==> src/rtl/crack_result_uart.sv <==
// Reports the RC4 key-search outcome over an 8N1 UART: "KEY xxxxxx <msg>\r\n" or "NO KEY\r\n".
// Message bytes come from the decrypted RAM's second port (2-cycle read latency).
`timescale 1ns/1ps
module crack_result_uart #(
  parameter int CLKS_PER_BIT = 434,
  parameter int MSG_LEN      = 32
) (
  input  logic        clk,
  input  logic        reset,
  input  logic        good,
  input  logic        bad,
  input  logic [23:0] secret_key,
  output logic [4:0]  address_r,
  input  logic [7:0]  read_r,
  output logic        tx,
  output logic        busy,
  output logic        done
);

  localparam int BW = (CLKS_PER_BIT > 1) ? $clog2(CLKS_PER_BIT) : 1;
  localparam logic [BW-1:0] BAUD_MAX = BW'(CLKS_PER_BIT - 1);
  localparam logic [5:0] MSG_FIRST = 6'd11;
  localparam logic [5:0] MSG_LAST  = 6'(10 + MSG_LEN);
  localparam logic [5:0] CR_IDX    = 6'(11 + MSG_LEN);
  localparam logic [5:0] GOOD_LAST = 6'(12 + MSG_LEN);
  localparam logic [5:0] BAD_LAST  = 6'd7;

  typedef enum logic [3:0] {
    IDLE, SEL, RAM_ADDR, RAM_WAIT1, RAM_WAIT2, LOAD,
    TX_START, TX_DATA, TX_STOP, NEXT, DONE
  } state_t;

  state_t          state_q, state_d;
  logic            arm_q, arm_d;
  logic            is_good_q, is_good_d;
  logic [23:0]     key_q, key_d;
  logic [5:0]      index_q, index_d;
  logic [BW-1:0]   baud_q, baud_d;
  logic [2:0]      bit_q, bit_d;
  logic [7:0]      shift_q, shift_d;
  logic [4:0]      addr_q, addr_d;

  logic            start_frame;
  logic            in_msg;
  logic            baud_wrap;
  logic            last_byte;
  logic [7:0]      const_char;
  logic [7:0]      ram_char;

  function automatic logic [7:0] hex_char(input logic [3:0] n);
    return (n < 4'd10) ? {4'h3, n} : (8'h37 + {4'h0, n});
  endfunction

  assign start_frame = arm_q && (good || bad);
  assign in_msg      = is_good_q && (index_q >= MSG_FIRST) && (index_q <= MSG_LAST);
  assign baud_wrap   = (baud_q == BAUD_MAX);
  assign last_byte   = (index_q == (is_good_q ? GOOD_LAST : BAD_LAST));
  assign ram_char    = ((read_r >= 8'h20) && (read_r <= 8'h7E)) ? read_r : 8'h2E;

  always_comb begin
    const_char = 8'h20;
    if (is_good_q) begin
      case (index_q)
        6'd0:    const_char = 8'h4B;
        6'd1:    const_char = 8'h45;
        6'd2:    const_char = 8'h59;
        6'd4:    const_char = hex_char(key_q[23:20]);
        6'd5:    const_char = hex_char(key_q[19:16]);
        6'd6:    const_char = hex_char(key_q[15:12]);
        6'd7:    const_char = hex_char(key_q[11:8]);
        6'd8:    const_char = hex_char(key_q[7:4]);
        6'd9:    const_char = hex_char(key_q[3:0]);
        default: begin
          if (index_q == CR_IDX)
            const_char = 8'h0D;
          else if (index_q == GOOD_LAST)
            const_char = 8'h0A;
        end
      endcase
    end else begin
      case (index_q)
        6'd0:    const_char = 8'h4E;
        6'd1:    const_char = 8'h4F;
        6'd3:    const_char = 8'h4B;
        6'd4:    const_char = 8'h45;
        6'd5:    const_char = 8'h59;
        6'd6:    const_char = 8'h0D;
        6'd7:    const_char = 8'h0A;
        default: const_char = 8'h20;
      endcase
    end
  end

  always_ff @(posedge clk or posedge reset) begin
    if (reset) begin
      state_q   <= IDLE;
      arm_q     <= 1'b1;
      is_good_q <= 1'b0;
      key_q     <= '0;
      index_q   <= '0;
      baud_q    <= '0;
      bit_q     <= '0;
      shift_q   <= '0;
      addr_q    <= '0;
    end else begin
      state_q   <= state_d;
      arm_q     <= arm_d;
      is_good_q <= is_good_d;
      key_q     <= key_d;
      index_q   <= index_d;
      baud_q    <= baud_d;
      bit_q     <= bit_d;
      shift_q   <= shift_d;
      addr_q    <= addr_d;
    end
  end

  always_comb begin
    state_d = state_q;
    case (state_q)
      IDLE:      if (start_frame) state_d = SEL;
      SEL:       state_d = in_msg ? RAM_ADDR : LOAD;
      RAM_ADDR:  state_d = RAM_WAIT1;
      RAM_WAIT1: state_d = RAM_WAIT2;
      RAM_WAIT2: state_d = LOAD;
      LOAD:      state_d = TX_START;
      TX_START:  if (baud_wrap) state_d = TX_DATA;
      TX_DATA:   if (baud_wrap && (bit_q == 3'd7)) state_d = TX_STOP;
      TX_STOP:   if (baud_wrap) state_d = NEXT;
      NEXT:      state_d = last_byte ? DONE : SEL;
      DONE:      state_d = IDLE;
      default:   state_d = IDLE;
    endcase
  end

  // Arm re-enables only once both flags are seen low in IDLE: one frame per flag assertion.
  always_comb begin
    arm_d     = arm_q;
    is_good_d = is_good_q;
    key_d     = key_q;
    index_d   = index_q;
    baud_d    = baud_q;
    bit_d     = bit_q;
    shift_d   = shift_q;
    addr_d    = addr_q;
    case (state_q)
      IDLE: begin
        if (start_frame) begin
          arm_d     = 1'b0;
          is_good_d = good;
          key_d     = secret_key;
          index_d   = '0;
        end else if (!good && !bad) begin
          arm_d = 1'b1;
        end
      end
      SEL: if (in_msg) addr_d = 5'(index_q - MSG_FIRST);
      LOAD: begin
        shift_d = in_msg ? ram_char : const_char;
        baud_d  = '0;
        bit_d   = '0;
      end
      TX_START, TX_STOP: baud_d = baud_wrap ? '0 : baud_q + BW'(1);
      TX_DATA: begin
        baud_d = baud_wrap ? '0 : baud_q + BW'(1);
        if (baud_wrap) begin
          shift_d = {1'b0, shift_q[7:1]};
          bit_d   = bit_q + 3'd1;
        end
      end
      NEXT: if (!last_byte) index_d = index_q + 6'd1;
      default: ;
    endcase
  end

  always_comb begin
    tx = 1'b1;
    if (state_q == TX_START)
      tx = 1'b0;
    else if (state_q == TX_DATA)
      tx = shift_q[0];
    busy      = (state_q != IDLE) && (state_q != DONE);
    done      = (state_q == DONE);
    address_r = addr_q;
  end

endmodule

==> config.mk <==
export PLATFORM = sky130hd
export DESIGN_NAME = crack_result_uart
export DESIGN_NICKNAME = d
export VERILOG_FILES = /design/src/rtl/crack_result_uart.sv
export SDC_FILE = /design/constraint.sdc
export NUM_CORES = 1
export LEC_CHECK = 0
export BUFFER_PORTS_ARGS = -buffer_cell sky130_fd_sc_hd__clkbuf_2
export CAP_MARGIN = 20
export CORE_MARGIN = 4
export CORE_UTILIZATION = 60
export DETAILED_ROUTE_END_ITERATION = 8
export GPL_TIMING_DRIVEN = 1
export PLACE_DENSITY = 0.88
export SETUP_SLACK_MARGIN = 0.02
export SYNTH_ARGS = -nofsm -noshare
export SYNTH_HDL_FRONTEND = slang
export SYNTH_SLANG_ARGS = --single-unit
==> constraint.sdc <==
create_clock -name clk -period 2.4 [get_ports clk]
set_clock_uncertainty 0.1 [all_clocks]
set_input_delay 0.12 -clock clk [delete_from_list [all_inputs] [get_ports clk]]
set_output_delay 0.12 -clock clk [all_outputs]
set_load 0.005 [all_outputs]
==> run metrics, run 1 <==
latest clock arrival within the worst-skew pair around 0.35 ns; CORE AREA approximately 0.0068 sq mm; signed area change from the synthesized netlist to the final layout 21.3%; Die X-Extent a little over 90 um; arrival time reported for the critical path endpoint between 2 and 2.5 ns; worst hold margin 0.0179 ns; synthesized cell area approximately 0.0042 sq mm; number of library cell types mapped by synthesis 69; Critical Path Sink Type flip-flop; vias in the first global route around 4.1k; actual slew at the worst max-slew pin ~0.67 ns; adder-cell share of the synthesized area 0.0415; overall fraction of global-route tracks in use 0.275; compound-cell area share of the yosys netlist 0.226; critical-path maximum fanout 8; unrepaired setup endpoints after global routing true; layout cell share with drive strength beyond 1 0.199; Clk Tree Root Cell clkbuf_8; Mean Syn Cell Area roughly 8.5 sq um; period utilization 0.956; dominant combinational cell family by area after synthesis simple AND/OR/NAND/NOR gates; critical-path cell list inv_1 > ha_2 > nor3b_4 > nand2_1 > a211oi_1 > nor4_1 > o21ba_2 > o21ai_1; largest net degree at the start of global routing 46; Crit Path Category reg -> reg; count of H-tree levels built during CTS 3; I/O pin count 44; worst-case clock buffer depth 2; number of synthesized flops with an enable pin 0; Relative slew margins 0.552; final-report setup violation count 0; vias after detailed routing between 4k and 5k; achievable clock frequency about 440 MHz; leakage power figure 2.20 nW; first-pass GRT wire length between 15 and 20 mm; number of maximum-capacitance violations 0; total power consumption of the routed design approximately 6.5 mW; Inserted Diodes 0; portion of netlist area occupied by mux cells 0.0368; category of the worst setup path launch point flip-flop; total routed wirelength roughly 11 mm; IR drop worst, VDD between 0.6 and 0.7 mV; fraction of the mapped netlist area in simple logic gates 0.253; post-detail-place hpwl 7.84 mm; Worst path slowest cell dfrtp_1; syn_nets about 550; count of standard-cell rows 30; global route total overflow 0; post-route setup TNS 0 ns; final hold violation count 0; outcome finished clean; Layout Nets 625; RePlAce Congestion between 0.9 and 1; fraction of registers with async set/reset 1.00; count of buffer and inverter cells on the critical path 1; post-route DRC violation count 0; areal power density over the cells about 1300 mW/mm^2; worst stage delay on the critical path 0.47 ns; effective utilization at floorplan 0.618; IO buf count 43; drt initial violations 304; average routed wire per standard cell ~17 um; Via density approximately 6; count of antenna-violating nets left after detailed routing 0; number of detailed-route iterations in the first pass 7; y dimension of the die around 92 um; xor and xnor fraction of the mapped netlist area 0.0270; number of warnings issued by yosys 0; TritonCTS Buffers 9; share of the yosys chip area belonging to registers 0.362; Die Area ~0.0084 sq mm; CP delay by family, top simple AND/OR/NAND/NOR gates; total number of clock tree sinks approximately 60; worst hold path class in -> reg; final critical-path required period 2.29 ns; primary flip-flop cell chosen by synthesis mapping dfrtp_1; number of slew-limit violations in the final report 0; post-synthesis cell count between 400 and 500; clock slew seen by the registers of the worst setup and hold paths roughly 0.07 ns; clock tree from TritonCTS done; antenna violations before repair 0; data required time of the critical path approximately 2.6 ns; flip-flop and latch count after synthesis 61
## metrics by stage
step	setup WS [ns]	area (sq um)	instances	utilization
detailed placement	0.167	4580	629	0.671
global placement	0.209	4580	629	0.671
finish	0.107	5120	675	0.749
CTS	0.137	5090	675	0.745
floorplan	0.290	4220	495	-
global route	0.0249	5120	675	0.749
## logic make-up (layout without fill, tap and decap cells)
family | after synthesis | after routing
AOI/OAI and AO/OA | 150 | 150
xor gates and xnor gates | 13 | 13
adders and majority gates | 14 | 14
buffers and inverters | 47 | 131
DFF | 61 | 61
muxes | 14 | 14
and+or+nand+nor | 196 | 196
## power by group
part	internal, mW	total [mW]	leakage, nW	switching [mW]
clock	0.527	0.945	0.101	0.419
sequential	1.45	1.99	0.768	0.533
combinational	1.50	3.54	1.33	2.04
total	3.48	6.47	2.20	2.99
## path summary, 6_finish.rpt
kind | startpoint | to | slack (ns) | cells past startpoint
setup / recovery | index_q[1] | shift_q[1] | 0.11 | 8
hold / removal | read_r[4] | shift_q[4] | 0.02 | 3
setup reg to reg | index_q[1] | shift_q[1] | 0.11 | 8
hold reg to reg | address_r[3] | address_r[3] | 0.39 | 2
max in group asynchronous | reset | key_q[13] | 1.27 | 4
min in group asynchronous | reset | baud_q[8] | 0.31 | 3
## placed cells by master, fill, tap and decap left out, drive strengths merged, types with 3 or more instances in the layout
cell         instances
nand2               65
o21ai               63
dfrtp               60
clkbuf              54
nor2                35
dlygate4sd3         31
a21oi               25
nand3               25
inv                 22
buf                 20
ha                  14
nor2b               12
mux2                12
o211ai              10
nor3                 8
and3                 7
and2                 7
xnor2                7
o31ai                6
xor2                 6
o22ai                6
a31oi                6
nand2b               6
nand4                5
a211oi               5
o2111ai              5
nor3b                5
and4                 4
or3                  3
o21bai               3
nor4b                3
a32oi                3
nor4                 3
## synth_stat cells (3+ instances only)
cell / number / area share
and3_1: 7 / 0.010
buf_6: 4 / 0.011
dfrtp_1: 60 / 0.36
nor2b_1: 12 / 0.018
and4_1: 4 / 0.0083
o21ai_0: 58 / 0.069
a31oi_1: 6 / 0.0089
a211oi_1: 5 / 0.0089
a21oi_1: 25 / 0.030
o31ai_1: 6 / 0.011
nand2b_1: 6 / 0.0089
nand3_1: 23 / 0.027
nand2_1: 65 / 0.058
or3_1: 3 / 0.0044
o21bai_1: 3 / 0.0053
buf_4: 4 / 0.0071
o21ai_2: 3 / 0.0062
nor2_1: 32 / 0.028
inv_1: 22 / 0.020
xnor2_1: 7 / 0.015
o211ai_1: 8 / 0.014
buf_2: 7 / 0.0083
nor3b_1: 3 / 0.0053
and2_1: 7 / 0.010
ha_1: 14 / 0.042
clkbuf_1: 10 / 0.0089
nor3_1: 7 / 0.0083
nand4_1: 5 / 0.0074
xor2_1: 6 / 0.012
o22ai_1: 6 / 0.0089
o2111ai_1: 5 / 0.010
mux2_2: 10 / 0.027
## area by class of cell
class | instances | area, sq um
Inverter | 22 | 82.6
Clock buffer | 11 | 151
Multi-Input combinational cell | 387 | 2490
Sequential cell | 61 | 1530
Fill cell | 499 | 1710
Tap cell | 96 | 120
Timing Repair Buffer | 94 | 701
Clock inverter | 4 | 47.5
## sequential cells by signal, summed over array words and instances (netlist names)
register	count
address_r	5
arm_q	1
baud_q	9
bit_q	3
index_q	6
is_good_q	1
key_q	24
shift_q	8
state_q	4
## what timing repair did
action                     CTS  global route
resized for setup            0             7
setup buffers                0             0
hold buffers                31             0
hold endpoints to repair    57             0
setup endpoints to repair    0             6
## metal layers
metal	part of all wire	GRT usage	vias to the layer above
li1	-	-	1950
met1	0.41	0.335	2006
met2	0.49	0.460	174
met3	0.057	0.0476	44
met4	0.040	0.150	0
met5	0	0	-
## worst reg2reg max path: stages, from the launching register on
cell      delay [ns]
dfrtp_1         0.47
inv_1           0.14
ha_2            0.23
nor3b_4         0.34
nand2_1         0.25
a211oi_1        0.29
nor4_1          0.09
o21ba_2         0.22
o21ai_1         0.10
No activity file was read; power rests on OpenSTA's default activity.
==> run 2: changes to the inputs <==
Clock period 2.4 ns to 2.63 ns, I/O delays scaled along.
==> run 2 against run 1 <==
Cell area shrank 2.3%. Cell count shrank 0.89%. Clock-buffer cell count down 1. First-iteration DRC count increased by 3.0%. Utilization fell by 1.7 points. Combinational power is 15% lower.
==> run metrics, run 2 (synthesis results as in run 1) <==
leakage power figure around 2.2 nW; total power consumption of the routed design 5.67 mW; critical-path cell list inv_1 > ha_1 > nor3b_4 > nand2_1 > o22ai_1 > or4_1 > nand3_1 > nand3_1; vias in the first global route 3,919; layout cell share with drive strength beyond 1 0.185; TritonCTS Buffers 9; clock tree from TritonCTS done; startpoint of the lowest-slack register-to-register path index_q[0]; Critical Path Sink Type flip-flop; register-to-register setup slack about 0.24 ns; HP Start read_r[4]; CORE AREA ~0.0068 sq mm; number of detailed-route iterations in the first pass 5; post-CTS setup-driven buffer insertion count 0; combined flip-flop and latch cell area between 0.0015 and 0.002 sq mm; effective utilization at floorplan 0.618; final-report setup violation count 0; number of slew-limit violations in the final report 0; signed area change from the synthesized netlist to the final layout 18.5%; worst-case clock buffer depth 2; arrival time reported for the critical path endpoint approximately 2.5 ns; period utilization 0.907; post-route setup TNS 0 ns; total routed wirelength about 11 mm; data required time of the critical path ~2.8 ns; GR Util met2 0.448; clock slew seen by the registers of the worst setup and hold paths 0.08 ns; worst hold path class in -> reg; count of antenna-violating nets left after detailed routing 0; largest registers ranked by flip-flop count key_q x24, baud_q x9, shift_q x8; Die Area 0.00844 sq mm; worst stage delay on the critical path 0.51 ns; IO buf count 43; actual slew at the worst max-slew pin around 0.58 ns; end of the worst hold path shift_q[4]; latest clock arrival within the worst-skew pair roughly 0.35 ns; busiest metal layer after global routing met2; Relative slew margins 0.610; flip-flop count of the largest register after layout 24; Fill cells 524; first-pass GRT wire length roughly 18 mm; Clk Tree Root Cell clkbuf_8; achievable clock frequency ~420 MHz; IR drop worst, VDD 0.579 mV; GRT met1 Usage 0.335; critical-path maximum fanout 10; Worst path slowest cell dfrtp_1; Inserted Diodes 0; Via density between 5 and 6; I/O pin count 44; most common cell type on the critical path nand3_1; y dimension of the die between 90 and 100 um; total number of clock tree sinks 61; overall fraction of global-route tracks in use 0.266; Most flops, register key_q; outcome finished clean; largest net degree at the start of global routing 46; post-detail-place hpwl 7.89 mm; antenna violations before repair 0; average routed wire per standard cell 16.3 um; count of standard-cell rows 30; global route total overflow 0; category of the worst setup path launch point flip-flop; Crit Path Category reg -> reg; number of maximum-capacitance violations 0; GRT met3 Usage 0.0394; count of H-tree levels built during CTS 3; post-route DRC violation count 0; unrepaired setup endpoints after global routing false; Die X-Extent ~90 um; most common library cell in the layout ignoring fill and taps nand2_1; Multi-input gate area roughly 0.0025 sq mm; final critical-path required period 2.39 ns; drt initial violations roughly 310; worst hold path depth 3; RePlAce Congestion 1.00; final hold violation count 0; Layout Nets around 620; number of cells traversed by the worst register-to-register path 8; vias after detailed routing roughly 4k; most used cells in the layout excluding fill and tap cells 65 x nand2_1, 60 x dfrtp_1, 58 x o21ai_0; Crit Reg-Reg Endpoint shift_q[3]; areal power density over the cells around 1100 mW/mm^2
-- run 2: layout make-up --
type,instances,area share
clock buffers,10,0.0275
flip-flops and latches,61,0.306
inverters,22,0.0165
clock inverters,6,0.00776
repair buffers,87,0.126
well taps,96,0.0240
multi-input cells,387,0.492
-- run 2: what timing repair did --
item / 4_1_cts / 5_1_grt
hold endpoints to repair: 45 / 0
hold buffers: 29 / 0
gates resized for setup: 0 / 0
-- run 2: per-layer routing --
layer  vias up  share of wire
met5         -              0
met1      1876           0.42
met4         0          0.030
met3        33          0.053
li1       1938              -
met2       148           0.49
-- run 2: where the power goes --
group          internal (mW)  total, mW  switching (mW)  leakage (nW)
registers               1.32       1.90           0.583         0.769
clock network          0.363      0.756           0.393        0.0880
logic                   1.30       3.01            1.71          1.29
total                   2.98       5.67            2.69          2.15
-- run 2: worst max path at each step --
stage | startpoint | end | cells past startpoint
finish | index_q[0] | shift_q[3] | 8
global route | index_q[1] | shift_q[1] | 8
floorplan | index_q[0] | shift_q[3] | 9
CTS | index_q[0] | shift_q[3] | 8
detailed placement | index_q[0] | shift_q[3] | 8
global placement | index_q[0] | shift_q[3] | 8
-- run 2: critical path: cells and delay by family (launching register included) --
| kind | cells | cell delay, ns |
|---|---|---|
| flops | 1 | 0.51 |
| simple gates | 5 | 1.11 |
| buf+inv | 1 | 0.11 |
| compound gates | 1 | 0.11 |
| fa+ha+maj | 1 | 0.33 |
-- run 2: through the flow --
stage | worst slack (ns) | util | area, sq um | instances | hold slack (ns)
global route | 0.0675 | 0.732 | 5000 | 669 | 0.0164
floorplan | 0.520 | - | 4220 | 495 | 0.0950
finish | 0.245 | 0.732 | 5000 | 669 | 0.0163
global placement | 0.372 | 0.664 | 4530 | 624 | 0.0206
CTS | 0.244 | 0.732 | 5000 | 669 | 0.0162
detailed placement | 0.258 | 0.664 | 4530 | 624 | 0.0450
==> run 3: changes to the inputs <==
Settings changed: ABC_AREA from default to 1, CORE_UTILIZATION 60 to 44, PLACE_DENSITY 0.88 to 0.69.
==> run 3 against run 2 <==
Global-route usage shrank 6.5 points. Total power is 65% lower. Utilization is 18 points lower. Die area rose by 36%. Clock power rose by 27%. Worst hold slack improved by 0.019 ns. Clock-buffer cell count shrank 1.
==> run metrics, run 3 <==
outcome finished clean; startpoint of the lowest-slack register-to-register path index_q[0]; clock group share of total power 0.484; Finished Layout Cells about 860; final-report setup violation count 0; Relative slew margins 0.576; busiest metal layer after global routing met2; GR Util met2 0.329; adder-cell share of the synthesized area 0.0404; flip-flop and latch count after synthesis 61; cell types with the largest area share after synthesis dfrtp_1 35%, nand2_1 18%, o21ai_0 7.2%; most used cells in the layout excluding fill and tap cells 207 x nand2_1, 80 x inv_1, 65 x nor2_1; most frequent cell after synthesis nand2_1; most common library cell in the layout ignoring fill and taps nand2_1; Die Area 0.0115 sq mm; CORE AREA approximately 0.0094 sq mm; fraction of registers with async set/reset 1.00; largest net degree at the start of global routing about 40; worst-case clock buffer depth 2; proportion of power drawn by combinational gates 0.043; primary flip-flop cell chosen by synthesis mapping dfrtp_1; critical-path maximum fanout 10; register-to-register setup slack 0.41 ns; Fill cells a little over 900; number of warnings issued by yosys 0; drt initial violations 220; period utilization 0.845; y dimension of the die 107 um; TritonCTS Buffers 9; post-route DRC violation count 0; total number of clock tree sinks 61; average routed wire per standard cell 12.7 um; clock slew seen by the registers of the worst setup and hold paths around 0.080 ns; overall fraction of global-route tracks in use 0.202; number of cells traversed by the worst register-to-register path 12; data required time of the critical path between 2 and 3 ns; flip-flop count of the largest register after layout 24; sequential group share of total power 0.473; signed area change from the synthesized netlist to the final layout 20.4%; effective utilization at floorplan 0.460; fraction of the mapped netlist area in simple logic gates 0.390; post-detail-place hpwl 8.32 mm; I/O pin count 44; IO buf count between 40 and 50; Mean Syn Cell Area between 6 and 7 sq um; post-route setup TNS 0 ns; category of the worst setup path launch point flip-flop; vias in the first global route 4,139; number of maximum-capacitance violations 0; layout cell share with drive strength beyond 1 0.150; final hold violation count 0; first-pass GRT wire length between 15 and 20 mm; areal power density over the cells between 300 and 400 mW/mm^2; xor and xnor fraction of the mapped netlist area 0.0121; leakage power figure 2.71 nW; post-CTS setup-driven buffer insertion count 0; number of slew-limit violations in the final report 0; antenna violations before repair 0; top cell type's share of synthesized area 0.346; clock tree from TritonCTS done; global route total overflow 0; count of antenna-violating nets left after detailed routing 0; vias after detailed routing 4,285; total routed wirelength 10.9 mm; number of placed instances, taps included ~810; count of H-tree levels built during CTS 3; number of library cell types mapped by synthesis 36; latest clock arrival within the worst-skew pair ~0.36 ns; worst hold path class in -> reg; dominant combinational cell family by area after synthesis simple AND/OR/NAND/NOR gates; Die X-Extent about 110 um; Synth top cells by count 207 x nand2_1, 81 x inv_1, 65 x nor2_1; Clk Tree Root Cell clkbuf_8; worst hold path depth 5; total power consumption of the routed design between 1.5 and 2 mW; portion of netlist area occupied by mux cells 0; number of synthesized flops with an enable pin 0; cell type with the highest aggregate area in the netlist dfrtp_1; switching power share of the total 0.231; syn_nets ~700; count of standard-cell rows 35; HP Start read_r[1]; largest registers ranked by flip-flop count key_q x24, baud_q x9, shift_q x8; combined flip-flop and latch cell area approximately 0.0015 sq mm; final critical-path required period ~2.2 ns; achievable clock frequency 450 MHz; unrepaired setup endpoints after global routing false; synthesized cell area 0.00433 sq mm; Crit Reg-Reg Endpoint shift_q[1]; actual slew at the worst max-slew pin between 0.6 and 0.7 ns; RePlAce Congestion about 0.94; compound-cell area share of the yosys netlist 0.115; end of the worst hold path shift_q[1]; Crit Path Category reg -> reg; GRT met1 Usage 0.273; internal power summed over all cells roughly 1.5 mW; Most flops, register key_q; share of the yosys chip area belonging to registers 0.352; Critical Path Sink Type flip-flop; number of detailed-route iterations in the first pass 5; Multi-input gate area between 0.002 and 0.0025 sq mm; post-synthesis cell count around 650; Inserted Diodes 0; switching pwr 0.457 mW; GRT met3 Usage 0.0330; Layout Nets just under 800; arrival time reported for the critical path endpoint between 2 and 2.5 ns; Via density between 4 and 5; IR drop worst, VDD about 0.21 mV
## run 3: cell types whose count changed in the layout (fill, tap and decap cells not counted), sizes merged, moves of 16 or more
cell   before  now
inv        22   88
nand3      25   56
nand2      65  222
nor2       35   83
a21oi      25    9
## run 3: layer usage
layer	part of all wire	vias to the layer above
li1	-	2211
met4	0.021	0
met2	0.47	81
met1	0.47	1972
met5	0	-
met3	0.037	21
## run 3: cells by family (layout without fill, tap and decap cells)
family	after synthesis	in the layout
buffers and inverters	98	179
DFF	61	61
and+or+nand+nor	378	378
adders and majority gates	14	14
AOI/OAI and AO/OA	91	91
xor gates and xnor gates	6	6
## run 3: worst max path at each step
stage	startpoint	cells after the start	slack, ns	endpoint
floorplan	index_q[0]	13	0.70	shift_q[5]
global placement	index_q[0]	12	0.47	shift_q[5]
detailed placement	index_q[0]	12	0.42	shift_q[5]
CTS	index_q[0]	12	0.41	shift_q[3]
global route	index_q[0]	12	0.17	shift_q[5]
finish	index_q[0]	12	0.41	shift_q[1]
## run 3: power groups by stage
stage | Clock, mW | Sequential [mW] | Combinational, mW
after global placement | 0 | 0.956 | 0.0553
after floorplan | 0 | 0.956 | 0.0185
after detailed placement | 0 | 0.956 | 0.0561
final | 0.958 | 0.937 | 0.0858
after global routing | 1.02 | 0.937 | 0.0982
after CTS | 0.977 | 0.937 | 0.0873
## run 3: cell type report
type                    instances  area share
clock buffers                   9      0.0237
flip-flops and latches         61       0.293
inverters                      88      0.0642
repair buffers                 75       0.105
clock inverters                 7      0.0189
well taps                     129      0.0309
multi-input cells             489       0.464
## run 3: per-stage QoR
stage                      util  area, sq um  hold WS, ns  worst slack, ns
after floorplan               -         4330        0.152            0.702
after global placement    0.501         4720        0.127            0.468
after detailed placement  0.501         4720        0.139            0.416
after CTS                 0.554         5220       0.0356            0.411
after global routing      0.554         5220       0.0761            0.174
final                     0.554         5220       0.0355            0.406
## run 3: repair_timing
item / 4_1_cts / 5_1_grt
hold endpoints to repair: 54 / 0
gates resized for setup: 0 / 0
hold buffers: 28 / 0
## run 3: critical path: stages (launching register included)
cell,delay (ns)
dfrtp_1,0.53
ha_1,0.31
inv_1,0.10
nand2_1,0.10
nand2_1,0.10
a21oi_1,0.25
nand2_4,0.15
inv_4,0.12
nand2_2,0.07
nor2_1,0.11
nor2_1,0.05
nand2_1,0.07
nand2_1,0.05
